<file path="src/rtl/in_buf_rd_ctrl.sv">
// Credit-based read controller for the input buffer: issues reads while the downstream
// FIFO plus outstanding reads fit in CREDITS, and frames returned words by SOF/length.
module in_buf_rd_ctrl #(
  parameter int CREDITS    = 8,
  parameter int RD_LATENCY = 2,
  parameter int CNT_WIDTH  = 16
) (
  input  logic                 clk,
  input  logic                 rst,
  input  logic                 en,
  input  logic [CNT_WIDTH-1:0] frame_words,
  output logic                 buf_rd_en,
  input  logic                 buf_valid,
  input  logic                 buf_sof,
  input  logic                 dn_pop,
  output logic                 word_valid,
  output logic [CNT_WIDTH-1:0] word_cnt,
  output logic                 frame_done,
  output logic                 sof_err,
  output logic                 pop_err
);

  localparam int OCC_W = $clog2(CREDITS + 1);
  localparam int LAT_W = $clog2(RD_LATENCY + 1);
  localparam int SUM_W = $clog2(CREDITS + RD_LATENCY + 1);

  typedef enum logic [1:0] {IDLE, SEEK, ACTIVE} state_t;

  state_t                 state, state_nxt;
  logic [RD_LATENCY-1:0]  inflight;
  logic [LAT_W-1:0]       inflight_cnt;
  logic [OCC_W-1:0]       occ, occ_nxt;
  logic [CNT_WIDTH-1:0]   frame_len, frame_len_nxt, word_cnt_nxt;
  logic [CNT_WIDTH-1:0]   len_in, cnt_cand, len_cand;
  logic                   frame_done_nxt, sof_err_nxt, pop_ok;

  always_comb begin
    inflight_cnt = '0;
    for (int i = 0; i < RD_LATENCY; i++)
      inflight_cnt = inflight_cnt + LAT_W'(inflight[i]);
  end

  // Reads are throttled from registered state only, so returns and pops this cycle are ignored
  assign buf_rd_en  = (state != IDLE) &&
                      ((SUM_W'(occ) + SUM_W'(inflight_cnt)) < SUM_W'(CREDITS));
  assign word_valid = buf_valid && ((state == ACTIVE) || ((state == SEEK) && buf_sof));

  // A pop from an empty FIFO is flagged but never decrements the count
  assign pop_ok = dn_pop && (occ != '0);

  always_comb begin
    occ_nxt = occ;
    if (word_valid && !pop_ok)
      occ_nxt = occ + OCC_W'(1);
    else if (!word_valid && pop_ok)
      occ_nxt = occ - OCC_W'(1);
  end

  always_comb begin
    state_nxt      = state;
    word_cnt_nxt   = word_cnt;
    frame_len_nxt  = frame_len;
    frame_done_nxt = 1'b0;
    sof_err_nxt    = 1'b0;
    len_in         = (frame_words == '0) ? CNT_WIDTH'(1) : frame_words;
    cnt_cand       = buf_sof ? CNT_WIDTH'(1) : (word_cnt + CNT_WIDTH'(1));
    len_cand       = buf_sof ? len_in : frame_len;
    case (state)
      IDLE: state_nxt = SEEK;
      SEEK, ACTIVE: begin
        if (word_valid) begin
          word_cnt_nxt  = cnt_cand;
          frame_len_nxt = len_cand;
          sof_err_nxt   = (state == ACTIVE) && buf_sof && (word_cnt < frame_len);
          if (cnt_cand == len_cand) begin
            frame_done_nxt = 1'b1;
            state_nxt      = SEEK;
          end else begin
            state_nxt = ACTIVE;
          end
        end
      end
      default: state_nxt = IDLE;
    endcase
    if (!en)
      state_nxt = IDLE;
  end

  always_ff @(posedge clk or posedge rst) begin
    if (rst) begin
      state      <= IDLE;
      inflight   <= '0;
      occ        <= '0;
      word_cnt   <= '0;
      frame_len  <= CNT_WIDTH'(1);
      frame_done <= 1'b0;
      sof_err    <= 1'b0;
      pop_err    <= 1'b0;
    end else begin
      state       <= state_nxt;
      inflight[0] <= buf_rd_en;
      for (int i = 1; i < RD_LATENCY; i++)
        inflight[i] <= inflight[i-1];
      occ        <= occ_nxt;
      word_cnt   <= word_cnt_nxt;
      frame_len  <= frame_len_nxt;
      frame_done <= frame_done_nxt;
      sof_err    <= sof_err_nxt;
      pop_err    <= dn_pop && (occ == '0);
    end
  end

endmodule

</file>
<file path="config.mk">
export PLATFORM = sky130hd
export DESIGN_NAME = in_buf_rd_ctrl
export DESIGN_NICKNAME = d
export VERILOG_FILES = /design/src/rtl/in_buf_rd_ctrl.sv
export SDC_FILE = /design/constraint.sdc
export NUM_CORES = 1
export LEC_CHECK = 0
export BUFFER_PORTS_ARGS = -buffer_cell sky130_fd_sc_hd__buf_4
export CAP_MARGIN = 25
export CORE_ASPECT_RATIO = 1.5
export CORE_MARGIN = 2
export CORE_UTILIZATION = 55
export DETAILED_ROUTE_END_ITERATION = 7
export PLACE_DENSITY = 0.77
export SLEW_MARGIN = 40
export SYNTH_ARGS = -nofsm -noshare
export SYNTH_HDL_FRONTEND = slang
export SYNTH_SLANG_ARGS = --single-unit
</file>
<file path="constraint.sdc">
create_clock -name clk -period 5.35 [get_ports clk]
set_input_delay 0.535 -clock clk [delete_from_list [all_inputs] [get_ports clk]]
set_output_delay 0.535 -clock clk [all_outputs]
set_load 0.02 [all_outputs]
</file>
==> qor.json, run 1 <==
{
  "outcome": {"value": "finished, final reports clean"},
  "n_fill_cell": {"value": 479},
  "postSynth.asyncResetShare": {"value": 1.00},
  "cts_htree_levels": {"value": 2},
  "postSynth.topFlopCell": {"value": "dfrtp_1"},
  "worst_vdd_drop": {"value": 0.219, "unit": "mV"},
  "slew-limit-headroom": {"value": 0.558},
  "die_x": {"value": 64.4, "unit": "um"},
  "max_freq": {"value": 0.371, "unit": "GHz"},
  "finalHoldViolations": {"value": 0},
  "crit-reg2reg-launch": {"value": "word_cnt[0]"},
  "mappedNetlistNets": {"value": 373},
  "crit_chain": {"value": "ha_1 -> nand3_1 -> nor4_1 -> xnor2_1 -> o2111ai_1 -> o21ai_0 -> and4_1 -> o211a_1"},
  "overflow": {"value": 0},
  "portBuffers": {"value": 42},
  "initial_utilization": {"value": 0.560},
  "timing.hold.worst.class": {"value": "in2async"},
  "die_height": {"value": 94.6, "unit": "um"},
  "first_global_vias": {"value": 2510},
  "synth-seq-cells": {"value": 43},
  "synth_area": {"value": 3010, "unit": "sq um"},
  "power_per_cell_area": {"value": 353, "unit": "nW/um^2"},
  "numClockSinks": {"value": 43},
  "count_of_pins_over_their_slew_limit": {"value": 0},
  "core_area": {"value": 5370, "unit": "sq um"},
  "finalWirelength": {"value": 7.37, "unit": "mm"},
  "timing.setup.critical_path_class": {"value": "reg2reg"},
  "regArea": {"value": 1080, "unit": "sq um"},
  "post_route_cells_drive_above_1_share": {"value": 0.204},
  "route.detailed.wl_per_inst": {"value": 17.1, "unit": "um"},
  "cts_repair_resize_count": {"value": 0},
  "grt_setup_unrepaired": {"value": "false"},
  "stdcell_area": {"value": 3440, "unit": "sq um"},
  "fin_crit": {"value": 2700, "unit": "ps"},
  "cts_buffer_depth": {"value": 2},
  "final_antenna_net_count": {"value": 0},
  "timing.clock.skew": {"value": 3.45, "unit": "ps"},
  "crit_path_max_incr_delay": {"value": 590, "unit": "ps"},
  "viasPerCell": {"value": 5.86},
  "synth.area.top_cells": {"value": "dfrtp_1 (35%), ha_1 (10%), mux2_2 (6.0%)"},
  "clk_transition_reported_paths": {"value": 80, "unit": "ps"},
  "worst-slew-pin-transition": {"value": 662, "unit": "ps"},
  "final_min_period_over_clock_period": {"value": 0.504},
  "cts-hold-fix-buffers": {"value": 0},
  "post-synth-top-area-fraction": {"value": 0.349},
  "leakagePower": {"value": 1.60, "unit": "nW"},
  "syn_to_final_growth": {"value": 14.5, "unit": "%"},
  "setup_violation_total_in_the_final_timing_report": {"value": 0},
  "path_max_fanout": {"value": 10},
  "crit_path_start_kind": {"value": "flop"},
  "setup-tns-final": {"value": 0, "unit": "ps"},
  "finalHoldWorstSlack": {"value": 357, "unit": "ps"},
  "finish.net_count": {"value": 408},
  "synth_most_common_cell": {"value": "dfrtp_1"},
  "ys_warn_count": {"value": 0},
  "dpl-instance-area": {"value": 3350, "unit": "sq um"},
  "gpl.final_weighted_congestion": {"value": 0.902},
  "routed-wl-met3": {"value": 207, "unit": "um"},
  "route.top_layer_used": {"value": "met4"},
  "synth_top_cells_by_count": {"value": "dfrtp_1 (42), nand2_1 (31), ha_1 (24), inv_1 (23), o21ai_0 (21)"},
  "post_synth_inst_count": {"value": 326},
  "cts_made_buffers": {"value": 5},
  "critical_path_arrival": {"value": 2900, "unit": "ps"},
  "post_detailed_placement_half_perimeter_wirelength": {"value": 5.48, "unit": "mm"},
  "insertion_delay": {"value": 300, "unit": "ps"},
  "seq_area_frac_synth": {"value": 0.358},
  "synth-edff-count": {"value": 0},
  "multiInputGateArea": {"value": 1780, "unit": "sq um"},
  "cp-startpoint": {"value": "word_cnt[0]"},
  "end_kind": {"value": "flop"},
  "yosys.area.top_type": {"value": "dfrtp_1"},
  "count_of_standard_cell_rows": {"value": 33},
  "timing.critical_path.required": {"value": 5550, "unit": "ps"},
  "initialDrtViolationCount": {"value": 129},
  "netlist-cell-type-count": {"value": 52},
  "setup.reg_to_reg.worst_slack": {"value": 2650, "unit": "ps"},
  "grt_usage": {"value": 0.259},
  "drcViolationCount": {"value": 0},
  "cts-root-buf": {"value": "clkbuf_8"},
  "drt-met1-wl": {"value": 3.03, "unit": "mm"},
  "post-cts-setup-buffer-count": {"value": 0},
  "max_cap_viols": {"value": 0},
  "cts_tree": {"value": "yes"},
  "grt_pass1_wl": {"value": 12.1, "unit": "mm"},
  "antenna_found_initial": {"value": 0},
  "insertedDiodeCount": {"value": 0},
  "mean_post_synth_cell_area": {"value": 9.23, "unit": "sq um"},
  "drt_pass1_iterations": {"value": 5},
  "grt_max_degree": {"value": 44},
  "critical-path-slowest-cell": {"value": "nor4_1"},
  "detailroute.via_count": {"value": 2533},
  "boundaryPins": {"value": 43},
  "floorplan.die_area": {"value": 6090, "unit": "sq um"},
  "met2_length": {"value": 3.96, "unit": "mm"}
}
==> routing by layer <==
| layer | up-vias | track usage |
|---|---|---|
| met5 | - | 0 |
| met4 | 0 | 0.0887 |
| met3 | 12 | 0.0346 |
| met2 | 50 | 0.470 |
| met1 | 1234 | 0.313 |
| li1 | 1237 | - |
==> metrics by stage <==
step	utilization	power [W]	setup slack, ps	instances
final	0.642	0.00122	2650	432
after CTS	0.641	0.00122	2690	432
after global placement	0.624	0.000988	2470	424
after floorplan	-	0.000864	2750	326
after global routing	0.642	0.00131	2290	432
after detailed placement	0.624	0.00101	2480	424
==> report_power, final <==
group	switching [W]	total (W)	internal (W)
Combinational	0.000252	0.000500	0.000249
Sequential	0.0000962	0.000505	0.000409
Clock	0.000121	0.000211	0.0000909
==> state kept, by name, indices dropped and copies added, names as in the netlist <==
register / flops
frame_done: 1
frame_len: 16
inflight: 2
occ: 4
pop_err: 1
sof_err: 1
state: 2
word_cnt: 16
==> cell families after synthesis <==
| logic type | Yosys count | synth area share |
|---|---|---|
| AO/OA/AOI/OAI | 75 | 0.167 |
| XOR/XNOR | 27 | 0.0786 |
| adder cells (fa/ha/maj) | 25 | 0.106 |
| buffers and inverters | 39 | 0.0524 |
| flip-flops | 43 | 0.358 |
| multiplexers | 16 | 0.0599 |
| AND/OR/NAND/NOR | 101 | 0.177 |
==> layout make-up <==
type	count	share of cell area
clock buffers	5	0.0200
inverters	24	0.0262
multi-input cells	244	0.516
repair buffers	43	0.0937
clock inverters	3	0.00581
well taps	70	0.0254
flip-flops and latches	43	0.313
==> final timing paths <==
path | end | depth (start not counted)
worst max-delay path | state[0] | 8
worst min-delay path | sof_err | 3
worst max register to register | state[0] | 8
worst min register to register | inflight[1] | 0
max in group asynchronous | frame_len[0] | 3
min in group clk | inflight[1] | 0
==> placed cells by master (no fill, tap or decap), drive strengths merged, types with 3 or more instances in the layout <==
| cell | netlist | routed |
|---|---|---|
| ha | 24 | 24 |
| nand4 | 9 | 9 |
| a21o | 8 | 8 |
| and4 | 5 | 5 |
| nor3 | 8 | 8 |
| nand2b | 5 | 5 |
| o21ai | 21 | 21 |
| mux2 | 16 | 16 |
| buf | 4 | 43 |
| nor4 | 7 | 7 |
| a31oi | 4 | 4 |
| inv | 23 | 22 |
| nand2 | 31 | 31 |
| xor2 | 11 | 11 |
| o31ai | 6 | 6 |
| clkinv | 1 | 3 |
| nor2 | 19 | 19 |
| dfrtp | 42 | 42 |
| a21oi | 15 | 15 |
| nand3 | 7 | 7 |
| clkbuf | 11 | 5 |
| and3 | 3 | 3 |
| xnor2 | 16 | 16 |
| o41ai | 3 | 3 |
| and2 | 3 | 3 |
==> critical path: cells and delay by family, from the launching register on <==
| family | cells | cell delay (ps) |
|---|---|---|
| adder cells (fa/ha/maj) | 1 | 290 |
| flip-flops | 1 | 500 |
| XOR/XNOR | 1 | 160 |
| AND/OR/NAND/NOR | 3 | 1140 |
| AO/OA/AOI/OAI | 3 | 500 |
(Power assumes the default switching activity.)
==> run 2: changes to the inputs <==
ABC_AREA = 1   (was default)
PLACE_DENSITY = 0.76   (was 0.77)
clock period = 2.6 ns   (was 5.35 ns; I/O delays follow)
==> run 2 against run 1 <==
Compared with the run above:
- the flow now finishes with violations (negative hold slack)
- register-to-register slack lost 2400 ps
- core utilization grew 1.1 points
- non-clock buffer count grew 4
- clock power grew 100%
- cell count grew 40%
- combinational power grew 120%
- critical endpoint is now occ[3]
- largest power group is now combinational logic
==> qor.json, run 2 <==
{
  "detailroute.via_count": {"value": 3298, "change": "+30%"},
  "synth-edff-count": {"value": 0, "change": "unchanged"},
  "crit_top_cell": {"value": "inv_1"},
  "netlist-cell-type-count": {"value": 37, "change": "-29%"},
  "outcome": {"value": "finished with violations"},
  "final_common_cell": {"value": "nand2_1"},
  "critical_path_arrival": {"value": 2570, "unit": "ps", "change": "-330 ps"},
  "leakagePower": {"value": 1.95, "unit": "nW", "change": "+22%"},
  "worstRegToRegCells": {"value": 15, "change": "+7"},
  "cts_tree": {"value": "yes"},
  "worst-slew-pin-transition": {"value": 549, "unit": "ps", "change": "-113 ps"},
  "critical_path_buf_inv_count": {"value": 4, "change": "+4"},
  "timing.critical_path.required": {"value": 2780, "unit": "ps", "change": "-2770 ps"},
  "synth.area.top_cells": {"value": "dfrtp_1 (32%), nand2_1 (16%), ha_1 (9.0%)"},
  "insertedDiodeCount": {"value": 0, "change": "unchanged"},
  "critical-path-slowest-cell": {"value": "dfrtp_1"},
  "seq_area_frac_synth": {"value": 0.324, "change": "-0.0337"},
  "count_of_pins_over_their_slew_limit": {"value": 0, "change": "unchanged"},
  "yosys.area.top_type": {"value": "dfrtp_1"},
  "path_max_fanout": {"value": 4, "change": "-6"},
  "grt_setup_unrepaired": {"value": "false"},
  "count_of_standard_cell_rows": {"value": 34, "change": "+3.0%"},
  "synth_most_common_cell": {"value": "nand2_1"},
  "boundaryPins": {"value": 43, "change": "unchanged"},
  "postSynth.topFlopCell": {"value": "dfrtp_1"},
  "antenna_found_initial": {"value": 0, "change": "unchanged"},
  "most-common-layout-cells": {"value": "nand2_1 (142), inv_1 (66), nor2_1 (48)"},
  "drcViolationCount": {"value": 0, "change": "unchanged"},
  "final_antenna_net_count": {"value": 0, "change": "unchanged"},
  "route.detailed.wl_per_inst": {"value": 13.9, "unit": "um", "change": "-18%"},
  "mappedNetlistNets": {"value": 538, "change": "+44%"},
  "synth-seq-cells": {"value": 43, "change": "unchanged"},
  "max_cap_viols": {"value": 0, "change": "unchanged"},
  "overflow": {"value": 0, "change": "unchanged"},
  "post_detailed_placement_half_perimeter_wirelength": {"value": 6.62, "unit": "mm", "change": "+21%"},
  "slew-limit-headroom": {"value": 0.633, "change": "+0.0757"},
  "timing.critical_path.max_delay_family": {"value": "adder cells"},
  "crit_chain": {"value": "inv_1 -> ha_1 -> inv_1 -> nand2_1 -> nand2_2 -> inv_1 -> ha_1 -> inv_1 -> ha_4 -> and3_1 -> a211oi_2 -> nor2_1 -> nor2_1 -> nand2_1 -> xor2_1"},
  "finalHoldWorstSlack": {"value": -10.7, "unit": "ps", "change": "-368 ps"},
  "mean_post_synth_cell_area": {"value": 6.76, "unit": "sq um", "change": "-27%"},
  "cts_htree_levels": {"value": 2, "change": "unchanged"},
  "finalWirelength": {"value": 8.42, "unit": "mm", "change": "+14%"},
  "drt_pass1_iterations": {"value": 5, "change": "unchanged"},
  "timing.setup.critical_path_class": {"value": "reg2reg"},
  "portBuffers": {"value": 42, "change": "unchanged"},
  "failed_checks": {"value": "negative hold slack"},
  "timing.clock.skew": {"value": 9.74, "unit": "ps", "change": "+6.29 ps"},
  "die_height": {"value": 99.2, "unit": "um", "change": "+4.9%"},
  "finalHoldViolations": {"value": 15, "change": "+15"},
  "grt_usage": {"value": 0.274, "change": "+0.0149"},
  "synth_area": {"value": 3320, "unit": "sq um", "change": "+10%"},
  "initialDrtViolationCount": {"value": 173, "change": "+34%"},
  "post_route_cells_drive_above_1_share": {"value": 0.144, "change": "-0.0602"},
  "grt_pass1_wl": {"value": 14.0, "unit": "mm", "change": "+16%"},
  "floorplan.die_area": {"value": 6690, "unit": "sq um", "change": "+9.9%"},
  "worst_vdd_drop": {"value": 0.520, "unit": "mV", "change": "+140%"},
  "max_freq": {"value": 0.419, "unit": "GHz", "change": "+13%"},
  "biggestRegsByFlops": {"value": "frame_len (16), word_cnt (16), occ (4)"},
  "cts_buffer_depth": {"value": 2, "change": "unchanged"},
  "numClockSinks": {"value": 43, "change": "unchanged"},
  "fin_crit": {"value": 2390, "unit": "ps", "change": "-312 ps"},
  "ys_warn_count": {"value": 0, "change": "unchanged"},
  "power_per_cell_area": {"value": 666, "unit": "nW/um^2", "change": "+89%"},
  "die_x": {"value": 67.4, "unit": "um", "change": "+4.8%"},
  "post-cts-setup-buffer-count": {"value": 0, "change": "unchanged"},
  "initial_utilization": {"value": 0.570, "change": "+0.00940"},
  "cp_num_cells": {"value": 15, "change": "+7"},
  "timing.hold.worst.class": {"value": "in2async"},
  "viasPerCell": {"value": 5.44, "change": "-7.2%"},
  "cts-hold-fix-buffers": {"value": 0, "change": "unchanged"},
  "cts-root-buf": {"value": "clkbuf_8"},
  "final_min_period_over_clock_period": {"value": 0.917, "change": "+0.413"},
  "core_area": {"value": 5830, "unit": "sq um", "change": "+8.6%"},
  "postSynth.asyncResetShare": {"value": 1.00, "change": "unchanged"},
  "post-synth-top-area-fraction": {"value": 0.317, "change": "-0.0329"},
  "clk_transition_reported_paths": {"value": 90, "unit": "ps", "change": "about the same"},
  "syn_to_final_growth": {"value": 14.6, "unit": "%", "change": "about the same"},
  "grt_max_degree": {"value": 42, "change": "-4.5%"},
  "first_global_vias": {"value": 3119, "change": "+24%"},
  "post_synth_inst_count": {"value": 491, "change": "+51%"},
  "crit_path_max_incr_delay": {"value": 400, "unit": "ps", "change": "-190 ps"},
  "crit_path_start_kind": {"value": "flop"},
  "insertion_delay": {"value": 300, "unit": "ps", "change": "about the same"},
  "setup-tns-final": {"value": 0, "unit": "ps", "change": "unchanged"},
  "end_kind": {"value": "flop"},
  "cts_made_buffers": {"value": 5, "change": "unchanged"},
  "finish.net_count": {"value": 580, "change": "+42%"},
  "place_worst_setup_slack": {"value": 113, "unit": "ps", "change": "-2370 ps"},
  "synth_top_cells_by_count": {"value": "nand2_1 (143), inv_1 (67), nor2_1 (48), o21ai_0 (44), dfrtp_1 (42)"},
  "gpl.final_weighted_congestion": {"value": 0.912, "change": "+1.1%"},
  "finalWorstSetupSlack": {"value": 215, "unit": "ps", "change": "-2440 ps"},
  "setup_violation_total_in_the_final_timing_report": {"value": 0, "change": "unchanged"}
}
-- run 2: final cells by class --
class | count | area [sq um]
Fill cell | 551 | 2020
Clock buffer | 7 | 76.3
Clock inverter | 1 | 5.00
Timing Repair Buffer | 47 | 353
Inverter | 69 | 260
Tap cell | 72 | 90.1
Sequential cell | 43 | 1080
Multi-Input combinational cell | 367 | 1940
-- run 2: per-stage QoR --
| step | instances | hold slack [ps] | total power [W] | area [sq um] | util |
|---|---|---|---|---|---|
| after floorplan | 491 | 360 | 0.00178 | 3320 | - |
| after global placement | 598 | 368 | 0.00205 | 3700 | 0.635 |
| after detailed placement | 598 | 331 | 0.00209 | 3700 | 0.635 |
| after CTS | 606 | 5.99 | 0.00252 | 3780 | 0.649 |
| after global routing | 606 | 29.3 | 0.00278 | 3800 | 0.653 |
| final | 606 | -10.7 | 0.00253 | 3800 | 0.653 |
-- run 2: what timing repair did --
action | in CTS | in global routing
gates resized for setup | 0 | 3
endpoints found under the setup margin | 0 | 1
hold endpoints to repair | 0 | 0
-- run 2: cells by family (layout without fill, tap and decap cells) --
| kind of cell | Yosys count | after routing | synth area share |
|---|---|---|---|
| DFF | 43 | 43 | 0.324 |
| and+or+nand+nor | 266 | 266 | 0.350 |
| AOI/OAI and AO/OA | 72 | 72 | 0.122 |
| buffers and inverters | 81 | 124 | 0.0965 |
| adders and majority gates | 25 | 25 | 0.0965 |
| xor gates and xnor gates | 4 | 4 | 0.0106 |
-- run 2: layer usage --
| layer | share of wire | GRT usage | vias up |
|---|---|---|---|
| met5 | 0 | 0 | - |
| met2 | 0.49 | 0.455 | 100 |
| li1 | - | - | 1665 |
| met1 | 0.43 | 0.341 | 1509 |
| met3 | 0.042 | 0.0486 | 24 |
| met4 | 0.036 | 0.121 | 0 |
-- run 2: path summary, 6_finish.rpt --
kind | to | startpoint | slack, ps
setup reg to reg | occ[3] | state[0] | 210
hold reg to reg | inflight[1] | inflight[0] | 390
hold / removal | frame_len[3] | rst | -10
min in group clk | pop_err | dn_pop | 200
setup / recovery | occ[3] | state[0] | 210
max in group asynchronous | frame_len[9] | rst | 2010
-- run 2: power by group --
group	leakage (nW)	switching (W)	internal [W]	total [W]
sequential	0.554	0.000161	0.000868	0.00103
clock	0.0422	0.000237	0.000189	0.000426
combinational	1.35	0.000655	0.000424	0.00108
